--- src/rtl/vram_arb_pkg.sv ---
// Shared types and constants for the VRAM arbiter: read-data owner tags and
// the CPU wait-counter width.
package vram_arb_pkg;

    typedef enum logic [1:0] {
        OWN_NONE = 2'd0,
        OWN_CPU  = 2'd1,
        OWN_PPU  = 2'd2
    } owner_e;

    localparam int unsigned WAIT_W = 4;
    localparam logic [WAIT_W-1:0] WAIT_SAT = '1;

endpackage

--- src/rtl/vram_arb_pick.sv ---
// Combinational winner select: CPU first during blanking, PPU first during
// active display unless the CPU has already waited CPU_MAX_WAIT cycles.
module vram_arb_pick
    import vram_arb_pkg::*;
#(
    parameter int unsigned CPU_MAX_WAIT = 4
) (
    input  logic              blank,
    input  logic              cpu_req,
    input  logic              ppu_req,
    input  logic [WAIT_W-1:0] wait_cnt,
    output owner_e            winner
);

    always_comb begin
        winner = OWN_NONE;
        if (blank) begin
            if (cpu_req) begin
                winner = OWN_CPU;
            end else if (ppu_req) begin
                winner = OWN_PPU;
            end
        end else if (cpu_req && (!ppu_req || wait_cnt >= WAIT_W'(CPU_MAX_WAIT))) begin
            winner = OWN_CPU;
        end else if (ppu_req) begin
            winner = OWN_PPU;
        end
    end

endmodule

--- src/rtl/vram_arbiter.sv ---
// Single-port VRAM arbiter between CPU (read/write) and PPU (read-only) with a
// registered RAM interface and a 2-deep owner pipeline steering read data.
module vram_arbiter
    import vram_arb_pkg::*;
#(
    parameter int unsigned ADDR_W       = 12,
    parameter int unsigned DATA_W       = 8,
    parameter int unsigned CPU_MAX_WAIT = 4
) (
    input  logic              clk,
    input  logic              rst_n,
    input  logic              blank,
    input  logic              cpu_req,
    input  logic              cpu_we,
    input  logic [ADDR_W-1:0] cpu_addr,
    input  logic [DATA_W-1:0] cpu_wdata,
    output logic              cpu_gnt,
    output logic              cpu_rvalid,
    output logic [DATA_W-1:0] cpu_rdata,
    input  logic              ppu_req,
    input  logic [ADDR_W-1:0] ppu_addr,
    output logic              ppu_gnt,
    output logic              ppu_rvalid,
    output logic [DATA_W-1:0] ppu_rdata,
    output logic [ADDR_W-1:0] ram_addr,
    output logic              ram_we,
    output logic [DATA_W-1:0] ram_wdata,
    input  logic [DATA_W-1:0] ram_rdata,
    output logic [WAIT_W-1:0] cpu_stall_max
);

    owner_e            winner;
    logic [ADDR_W-1:0] ram_addr_q,   ram_addr_d;
    logic              ram_we_q,     ram_we_d;
    logic [DATA_W-1:0] ram_wdata_q,  ram_wdata_d;
    owner_e            own0_q,       own0_d;
    owner_e            own1_q,       own1_d;
    logic              cpu_rvalid_q, cpu_rvalid_d;
    logic [DATA_W-1:0] cpu_rdata_q,  cpu_rdata_d;
    logic              ppu_rvalid_q, ppu_rvalid_d;
    logic [DATA_W-1:0] ppu_rdata_q,  ppu_rdata_d;
    logic [WAIT_W-1:0] wait_cnt_q,   wait_cnt_d;
    logic [WAIT_W-1:0] stall_max_q,  stall_max_d;

    vram_arb_pick #(
        .CPU_MAX_WAIT(CPU_MAX_WAIT)
    ) u_pick (
        .blank    (blank),
        .cpu_req  (cpu_req),
        .ppu_req  (ppu_req),
        .wait_cnt (wait_cnt_q),
        .winner   (winner)
    );

    // Grants are masked while reset is held so every output reads 0 in reset.
    always_comb begin
        cpu_gnt = rst_n && (winner == OWN_CPU);
        ppu_gnt = rst_n && (winner == OWN_PPU);
    end

    always_comb begin
        ram_addr_d  = ram_addr_q;
        ram_we_d    = 1'b0;
        ram_wdata_d = ram_wdata_q;
        own0_d      = OWN_NONE;
        if (cpu_gnt) begin
            ram_addr_d = cpu_addr;
            ram_we_d   = cpu_we;
            if (cpu_we) begin
                ram_wdata_d = cpu_wdata;
            end else begin
                own0_d = OWN_CPU;
            end
        end else if (ppu_gnt) begin
            ram_addr_d = ppu_addr;
            own0_d     = OWN_PPU;
        end
        own1_d = own0_q;

        cpu_rvalid_d = (own1_q == OWN_CPU);
        ppu_rvalid_d = (own1_q == OWN_PPU);
        cpu_rdata_d  = cpu_rvalid_d ? ram_rdata : cpu_rdata_q;
        ppu_rdata_d  = ppu_rvalid_d ? ram_rdata : ppu_rdata_q;

        if (cpu_req && !cpu_gnt) begin
            wait_cnt_d = (wait_cnt_q == WAIT_SAT) ? wait_cnt_q : wait_cnt_q + 1'b1;
        end else begin
            wait_cnt_d = '0;
        end
        stall_max_d = (wait_cnt_d > stall_max_q) ? wait_cnt_d : stall_max_q;
    end

    always_ff @(posedge clk or negedge rst_n) begin
        if (!rst_n) begin
            ram_addr_q   <= '0;
            ram_we_q     <= 1'b0;
            ram_wdata_q  <= '0;
            own0_q       <= OWN_NONE;
            own1_q       <= OWN_NONE;
            cpu_rvalid_q <= 1'b0;
            cpu_rdata_q  <= '0;
            ppu_rvalid_q <= 1'b0;
            ppu_rdata_q  <= '0;
            wait_cnt_q   <= '0;
            stall_max_q  <= '0;
        end else begin
            ram_addr_q   <= ram_addr_d;
            ram_we_q     <= ram_we_d;
            ram_wdata_q  <= ram_wdata_d;
            own0_q       <= own0_d;
            own1_q       <= own1_d;
            cpu_rvalid_q <= cpu_rvalid_d;
            cpu_rdata_q  <= cpu_rdata_d;
            ppu_rvalid_q <= ppu_rvalid_d;
            ppu_rdata_q  <= ppu_rdata_d;
            wait_cnt_q   <= wait_cnt_d;
            stall_max_q  <= stall_max_d;
        end
    end

    always_comb begin
        ram_addr      = ram_addr_q;
        ram_we        = ram_we_q;
        ram_wdata     = ram_wdata_q;
        cpu_rvalid    = cpu_rvalid_q;
        cpu_rdata     = cpu_rdata_q;
        ppu_rvalid    = ppu_rvalid_q;
        ppu_rdata     = ppu_rdata_q;
        cpu_stall_max = stall_max_q;
    end

endmodule
--- config.mk ---
export PLATFORM = sky130hd
export DESIGN_NAME = vram_arbiter
export DESIGN_NICKNAME = d
export VERILOG_FILES = /design/src/rtl/vram_arb_pkg.sv /design/src/rtl/vram_arb_pick.sv /design/src/rtl/vram_arbiter.sv
export SDC_FILE = /design/constraint.sdc
export NUM_CORES = 1
export LEC_CHECK = 0
export BUFFER_PORTS_ARGS = -buffer_cell sky130_fd_sc_hd__buf_2
export CAP_MARGIN = 20
export CORE_MARGIN = 2
export CORE_UTILIZATION = 31
export CTS_BUF_LIST = sky130_fd_sc_hd__clkbuf_8
export DETAILED_ROUTE_END_ITERATION = 10
export PLACE_DENSITY = 0.56
export REMOVE_ABC_BUFFERS = 1
export SYNTH_ARGS = -nofsm -noshare
export SYNTH_HDL_FRONTEND = slang
export SYNTH_HIERARCHICAL = 1
export SYNTH_SLANG_ARGS = --single-unit
--- constraint.sdc ---
create_clock -name clk -period 2.6 [get_ports clk]
set_clock_uncertainty 0.15 [all_clocks]
set_input_delay 0.52 -clock clk [delete_from_list [all_inputs] [get_ports clk]]
set_output_delay 0.52 -clock clk [all_outputs]
set_load 0.005 [all_outputs]
# Yosys cells after proc, flatten, opt, wreduce, memory -nomap -nowiden
# Cells that the tools add are included.
# word_totals
elab_cells	40
regBits	51
out_inout_bits	45
# classes
muxes	12
n_eq_ne	5
n_reduce_logical	9
n_lt_le_gt_ge	2
addsub	1
# op_table
operator	n
$mux 12	2
$mux 2	6
$mux 4	2
$add 4x1->4 const B	1
$eq 2x1->1 const B	2
$eq 2x2->1 const B	2
$eq 4x4->1 const B	1
$ge 4x3->1 const B	1
$gt 4x4->1	1
$logic_and 1x1->1	4
$logic_not 1->1	2
$mux 1	2
$reduce_and 2->1	1
$reduce_bool 2->1	1
$logic_or 1x1->1	1

# Longest topological paths before layout
# Gate-level depths: netlist of the first run.
# depth
ltp_word	11
mapped_depth	11

# By module
# The synthesis of the first run kept the hierarchy.
# by_module_without_submodules
module	n_inst	cells_per_inst	area_per_inst_um2
vram_arbiter	1	172	2095.8
vram_arb_pick	1	4	26.3

# Worst setup path before layout of the first run
# No wires, ideal clock.
# synth_timing
kind	input-to-reg
startpoint	input blank
endpoint	register stall_max_q[0] (netlist: cpu_stall_max[0])
path_slack_ps	-111
stages	10
setup_ps	128
arrival_time_ps	2433
required_time_ps	2322
cell_sequence	nor3_2 > o21a_1 > nand3b_4 > nand2_1 > nor3_1 > ha_1 > and3_4 > a221oi_2 > a21oi_2 > mux2_1
# synth_between
elab_chain_len	7
# synth_rtl
item	line	rtl
from (decl)	vram_arbiter.sv:12	input logic blank,
$mux 2	vram_arb_pick.sv:17	if (blank) begin
net winner[1]	vram_arbiter.sv:32	owner_e winner;
$eq 2x1->1	vram_arbiter.sv:57	cpu_gnt = rst_n && (winner == OWN_CPU);
$logic_and 1x1->1	vram_arbiter.sv:57	
$logic_not 1->1	vram_arbiter.sv:85	if (cpu_req && !cpu_gnt) begin
$logic_and 1x1->1	vram_arbiter.sv:85	
$mux 4	vram_arbiter.sv:85	
net wait_cnt_d[3]	vram_arbiter.sv:42	logic [WAIT_W-1:0] wait_cnt_q, wait_cnt_d;
$gt 4x4->1	vram_arbiter.sv:90	stall_max_d = (wait_cnt_d > stall_max_q) ? wait_cnt_d : stall_max_q;
to (signal assigned)	vram_arbiter.sv:117	stall_max_q <= stall_max_d;
to (decl)	vram_arbiter.sv:43	logic [WAIT_W-1:0] stall_max_q, stall_max_d;
# The timed path passes the listed nets, and every way through them passes these cells.
# A chain may end at the register's enable or synchronous reset.

# Worst setup path in the final report of the first run
# layout_timing
startpoint	register wait_cnt_q[0]
endpoint	register stall_max_q[2] (netlist: cpu_stall_max[2])
# layout_between
elab_chain_len	11
word_cells_on_any_way	14
cone_classes	add/sub: 1; order compare: 2; eq/ne: 2; mux: 4; reduce/logical: 5
# layout_rtl
item	line	rtl
from (decl)	vram_arbiter.sv:42	
from (signal assigned)	vram_arbiter.sv:116	wait_cnt_q <= wait_cnt_d;
$ge 4x3->1	vram_arb_pick.sv:23	end else if (cpu_req && (!ppu_req || wait_cnt >= WAIT_W'(CPU_MAX_WAIT))) begin
$logic_or 1x1->1	vram_arb_pick.sv:23	
$logic_and 1x1->1	vram_arb_pick.sv:23	
$mux 2	vram_arb_pick.sv:23	
$mux 2	vram_arb_pick.sv:17	
$eq 2x1->1	vram_arbiter.sv:57	
$logic_and 1x1->1	vram_arbiter.sv:57	
$logic_not 1->1	vram_arbiter.sv:85	
$logic_and 1x1->1	vram_arbiter.sv:85	
$mux 4 (*)	vram_arbiter.sv:85	
net wait_cnt_d[1]	vram_arbiter.sv:42	
$gt 4x4->1 (*)	vram_arbiter.sv:90	
# Mark *: on every way through the listed nets, which the timed path passes. The rest lies on a longest branch.

==> results of run 1 <==
## logic make-up (layout without fill, tap and decap cells)
kind of cell | count (synthesis) | after routing
adders and majority gates | 5 | 5
AOI/OAI and AO/OA | 18 | 18
buffers and inverters | 17 | 125
muxes | 29 | 29
DFF | 51 | 51
and+or+nand+nor | 55 | 55
xor gates and xnor gates | 1 | 1
## timing repair
action	in CTS	in global routing
gates resized for setup	4	13
buffers inserted	0	2
setup endpoints to repair	4	4
pin swaps	3	6
hold buffers	0	0
## flip-flops by register name, indices dropped and copies added (netlist names)
signal,count
ram_addr,12
cpu_rdata,8
ppu_rdata,8
ram_wdata,8
cpu_stall_max,4
wait_cnt_q,4
own0_q,2
own1_q,2
cpu_rvalid,1
ppu_rvalid,1
ram_we,1
## routing by layer
layer  vias to the layer above  routed length [um]  GRT usage  part of all wire
met5                         -                   0          0                 0
met2                        66                2220      0.195              0.46
met1                       768                2200      0.175              0.46
li1                        808                   -          -                 -
met3                         4                 315     0.0352             0.066
met4                         0                  50     0.0426             0.010
## metrics by stage
stage / std cells / hold WS (ns)
2_1_floorplan: 170 / 0.0744
3_3_place_gp: 354 / 0.182
3_5_place_dp: 354 / 0.185
4_1_cts: 362 / 0.207
5_1_grt: 364 / 0.205
6_report: 364 / 0.202
## path summary, 6_finish.rpt
path,endpoint,slack (ns),cells past startpoint
setup / recovery,cpu_stall_max[2],-0.02,9
hold / removal,own1_q[1],0.20,0
setup reg to reg,cpu_stall_max[2],-0.02,9
hold reg to reg,own1_q[1],0.20,0
max in group asynchronous,ram_addr[5],1.63,2
min in group asynchronous,wait_cnt_q[2],0.24,2
## Yosys cell counts, drive strengths merged
library cell	number	area, um2
nand2b	1	6.26
a221oi	1	15.0
ha	5	62.6
a21oi	2	13.8
nand2	27	104
xnor2	1	8.76
mux2i	1	10.0
dfrtp	51	1280
nor3	3	20.0
a21o	1	7.51
a31oi	13	81.3
nand3	2	10.0
nor2	17	63.8
and3	1	11.3
inv	11	41.3
o21a	1	7.51
mux2	28	315
nor2b	1	6.26
buf	3	15.0
clkbuf	3	11.3
nand3b	2	27.5
nor3b	1	7.51
## power groups by stage
stage               logic (mW)  clock network, mW  registers, mW
detailed placement       0.551                  0           1.05
global route             0.705              0.547           1.06
floorplan                0.264                  0           1.07
global placement         0.542                  0           1.05
CTS                      0.554              0.517           1.04
finish                   0.635              0.486           1.04
## final cells by class
type	instances	area, um2
flip-flops and latches	51	1280
repair buffers	106	571
multi-input cells	108	880
clock buffers	6	82.6
fillers	660	3750
clock inverters	2	16.3
well taps	80	100
inverters	11	41.3
==> out/qor.yml, run 1 <==
hold_start: "own0_q[1]"
synth_top_family_by_area: "multiplexers"
power.density_nw_per_um2: 727
period_needed_ns: 2.62
initial_core_util: 0.316
cp.required_ns: 2.65
synth_area_per_cell_um2: 12.1
tns_ns: -0.0814
yosysWarnings: 6
drtIter0Drc: 42
syn_to_final_growth_pct: 39.8
grt_max_degree: 53
final_nets: 334
via_per_inst: 4.52
ant_nets: 0
vdd_ir_drop_max_mv: 0.220
final_hold_viol_count: 0
core_um2: 6720
ys_seq_area_frac: 0.601
hold_class: "register to register"
final_cell_mix: "buf_2, dfrtp_1, nand2_1"
fmaxAchievable_ghz: 0.381
fin_crit_sh: 1.01
p_int_mw: 1.54
cts.clk_slew.worst_paths_ns: 0.10
antenna_found_initial: 0
critPathMaxStageDelay_ns: 0.44
power.switching_mw: 0.621
synth_xor_area_frac: 0.00413
regToRegStartpoint: "wait_cnt_q[0]"
ys_types: 27
path_buf_inv: 0
synth_fa_ha_area_frac: 0.0295
wl_per_cell_um: 13.1
dp_hpwl_mm: 3.24
first_pass_iters: 4
numCtsBuffers: 5
post_synth_and_or_nand_nor_area_fraction: 0.121
crit_start: "wait_cnt_q[0]"
cap_violations: 0
clk_path_buf_depth: 2
arrival_ns: 2.67
postSynthCellCount: 176
muxShareOfSynthArea: 0.153
die_area_um2: 7520
cp-end-kind: "register"
gp_congestion: 0.771
setup_viol: 4
diodes: 0
routed-via-count: 1646
yosys_register_bits: 51
die_w_um: 86.7
power_frac_seq: 0.480
slowest_stage: "dfrtp_1"
fp.dieH_um: 86.7
final_common_cell: "buf_2"
grt_pass1_vias: 1571
fin_util: 0.442
rsz0062_at_grt: "true"
path_cells: "ha_1 > nand3_1 > mux2i_1 > nor2_4 > ha_4 > and3_4 > a221oi_4 > a21oi_4 > mux2_4"
syn_area_um2: 2120
cts_root_buf: "clkbuf_8"
maxSlewHeadroom: 0.559
grt.total_usage: 0.128
power_mw: 2.16
clkLatencyLatePin_ns: 0.30
cts_max_level: 2
cts_sinks: 51
critPathKind: "register to register"
power_frac_clock: 0.225
io_buffers: 90
synth_compound_area_frac: 0.0590
grt_overflow: 0
crit_family: "multiplexers"
p_leak_nw: 1.54
place_ws_ns: -0.368
ioPinCount: 91
setup_ws_ns: -0.0242
num_rows: 30
wirelength_mm: 4.79
stdcell_area_um2: 2970
status: "complete, but fails checks"
place_area_um2: 2750
switching_share: 0.288
drive_above_1_share: 0.546
tightest_slew_ns: 0.661
drc: 0
combPwrFrac: 0.294
cts_tree: "done"
grt_pass1_wl_mm: 7.56
violations: "negative setup slack"
finalMaxSlewViolations: 0
critical_path.max_fanout: 4
startpoint_type: "register"
(Power assumes the default switching activity.)
==> run 2: changes to the inputs <==
--- a/config.mk
+++ b/config.mk
@@ -11,7 +11,7 @@
 export CORE_UTILIZATION = 31
 export CTS_BUF_LIST = sky130_fd_sc_hd__clkbuf_8
 export DETAILED_ROUTE_END_ITERATION = 10
-export PLACE_DENSITY = 0.56
+export PLACE_DENSITY = 0.54
 export REMOVE_ABC_BUFFERS = 1
 export SYNTH_ARGS = -nofsm -noshare
 export SYNTH_HDL_FRONTEND = slang
==> constraint.sdc (replaced) <==
create_clock -name clk -period 3.3 [get_ports clk]
set_clock_uncertainty 0.15 [all_clocks]
set_input_delay 0.66 -clock clk [delete_from_list [all_inputs] [get_ports clk]]
set_output_delay 0.66 -clock clk [all_outputs]
set_load 0.005 [all_outputs]
==> run 2 against run 1 <==
The run now ends clean. Maximum frequency decreased by 7.9%. Sequential power decreased by 22%. Non-clock buffer count decreased by 12. Count of clock-buffer cells in the layout decreased by 1. Sequential share of layout area increased by 2.8 points. Global-route usage decreased by 0.82 points. Critical endpoint is now cpu_stall_max[1].
==> out/qor.yml, run 2 (synthesis gave the netlist of run 1 again) <==
drc: 0  # unchanged
diodes: 0  # unchanged
tns_ns: 0  # was -0.0814 ns
numCtsBuffers: 5  # unchanged
cts_root_buf: "clkbuf_8"  # unchanged
io_buffers: 90  # unchanged
fmaxAchievable_ghz: 0.351  # was 0.381 GHz
ioPinCount: 91  # unchanged
cts_tree: "done"  # unchanged
largest_reg_flops: 12  # unchanged
tightest_slew_ns: 0.755  # was 0.661 ns
power_frac_clock: 0.254  # was 0.225
grt_pass1_wl_mm: 7.11  # was 7.56 mm
slowest_stage: "dfrtp_1"  # unchanged
arrival_ns: 2.89  # was 2.67 ns
final_hold_viol_count: 0  # unchanged
startpoint_type: "register"  # unchanged
path_buf_inv: 0  # unchanged
setup_viol: 0  # was 4
grt_overflow: 0  # unchanged
grt_max_degree: 53  # unchanged
hold_class: "register to register"  # unchanged
via_per_inst: 4.61  # was 4.52
vdd_ir_drop_max_mv: 0.253  # was 0.220 mV
power.switching_mw: 0.442  # was 0.621 mW
power.density_nw_per_um2: 595  # was 727 nW/um2
initial_core_util: 0.316  # unchanged
post-cts-setup-buffers: 0  # unchanged
finalMaxSlewViolations: 0  # unchanged
num_rows: 30  # unchanged
cp-end-kind: "register"  # unchanged
cts.clk_slew.worst_paths_ns: 0.09  # was 0.10 ns
fillers: 669  # was 660
drive_above_1_share: 0.483  # was 0.546
final_nets: 322  # was 334
clkLatencyLatePin_ns: 0.29  # was 0.30 ns
regArea_um2: 1280  # unchanged
gp_congestion: 0.690  # was 0.771
r2r_setup_slack_ns: 0.45  # was -0.02 ns
period_needed_ns: 2.85  # was 2.62 ns
routed-via-count: 1619  # was 1646
fin_util: 0.414  # was 0.442
power_frac_seq: 0.493  # was 0.480
wirelength_mm: 4.33  # was 4.79 mm
ant_nets: 0  # unchanged
grt_pass1_vias: 1500  # was 1571
status: "completed"  # was complete, but fails checks
critPathMaxStageDelay_ns: 0.45  # was 0.44 ns
final_cell_mix: "buf_2, dfrtp_1, nand2_1"  # unchanged
ctsResizeCount: 0  # was 4
die_w_um: 86.7  # unchanged
p_int_mw: 1.21  # was 1.54 mW
multi_input_area_um2: 778  # was 880 um2
switching_share: 0.267  # was 0.288
core_um2: 6720  # unchanged
fp.dieH_um: 86.7  # unchanged
drtIter0Drc: 33  # was 42
critical_path.max_fanout: 6  # was 4
critPathKind: "register to register"  # unchanged
die_area_um2: 7520  # unchanged
first_pass_iters: 2  # was 4
cts_sinks: 51  # unchanged
syn_to_final_growth_pct: 31.1  # was 39.8%
combPwrFrac: 0.253  # was 0.294
fin_crit_sh: 0.864  # was 1.01
rsz0062_at_grt: "false"  # was true
clk_path_buf_depth: 2  # unchanged
antenna_found_initial: 0  # unchanged
cap_violations: 0  # unchanged
dp_hpwl_mm: 3.17  # was 3.24 mm
ctsHoldBuffers: 0  # unchanged
wl_per_cell_um: 12.3  # was 13.1 um
final_common_cell: "buf_2"  # unchanged
maxSlewHeadroom: 0.496  # was 0.559
cp.required_ns: 3.34  # was 2.65 ns
cts_max_level: 2  # unchanged
grt.total_usage: 0.119  # was 0.128
path_cells: "nor3_2 > o21a_1 > nand3b_4 > nand2_1 > nor3_1 > ha_1 > and3_4 > a221oi_2 > a21oi_2 > mux2_1"  # was ha_1 > nand3_1 > mux2i_1 > nor2_4 > ha_4 > and3_4 > a221oi_4 > a21oi_4 > mux2_4
p_leak_nw: 1.47  # was 1.54 nW
crit_family: "simple AND/OR/NAND/NOR gates"  # was multiplexers
run 2: per-stage QoR:
stage               hold slack, ns  cells  setup slack (ns)  power, mW  area [um2]
finish                       0.200    351             0.450       1.66        2780
global route                 0.210    351             0.233       1.78        2780
CTS                          0.201    351             0.428       1.69        2780
detailed placement           0.185    344             0.185       1.26        2680
global placement             0.185    344             0.253       1.25        2680
floorplan                    0.181    170             0.321       1.05        2100
run 2: final timing paths:
kind	from	end	cells after the start
worst max-delay path	wait_cnt_q[2]	cpu_stall_max[1]	10
worst min-delay path	own0_q[1]	own1_q[1]	0
worst max register to register	wait_cnt_q[2]	cpu_stall_max[1]	10
worst min register to register	own0_q[1]	own1_q[1]	0
max in group asynchronous	rst_n	ram_addr[10]	2
min in group asynchronous	rst_n	cpu_rdata[4]	2
run 2: cell type report:
cell class,instances,share of cell area
flip-flops and latches,51,0.459
multi-input cells,108,0.280
repair buffers,94,0.173
well taps,80,0.0360
clock buffers,5,0.0247
inverters,11,0.0148
clock inverters,2,0.0135
run 2: power groups by stage:
stage | Combinational (mW) | Sequential [mW] | Clock (mW)
after floorplan | 0.208 | 0.841 | 0
after global placement | 0.422 | 0.828 | 0
after detailed placement | 0.430 | 0.830 | 0
after CTS | 0.430 | 0.819 | 0.445
after global routing | 0.477 | 0.837 | 0.462
final | 0.419 | 0.816 | 0.421
run 2: routing by layer:
| layer | global-route usage | share of wire | wire [um] | up-vias |
|---|---|---|---|---|
| li1 | - | - | - | 785 |
| met1 | 0.160 | 0.45 | 1960 | 771 |
| met2 | 0.189 | 0.47 | 2020 | 58 |
| met3 | 0.0343 | 0.068 | 296 | 5 |
| met4 | 0.0341 | 0.012 | 52 | 0 |
| met5 | 0 | 0 | 0 | - |
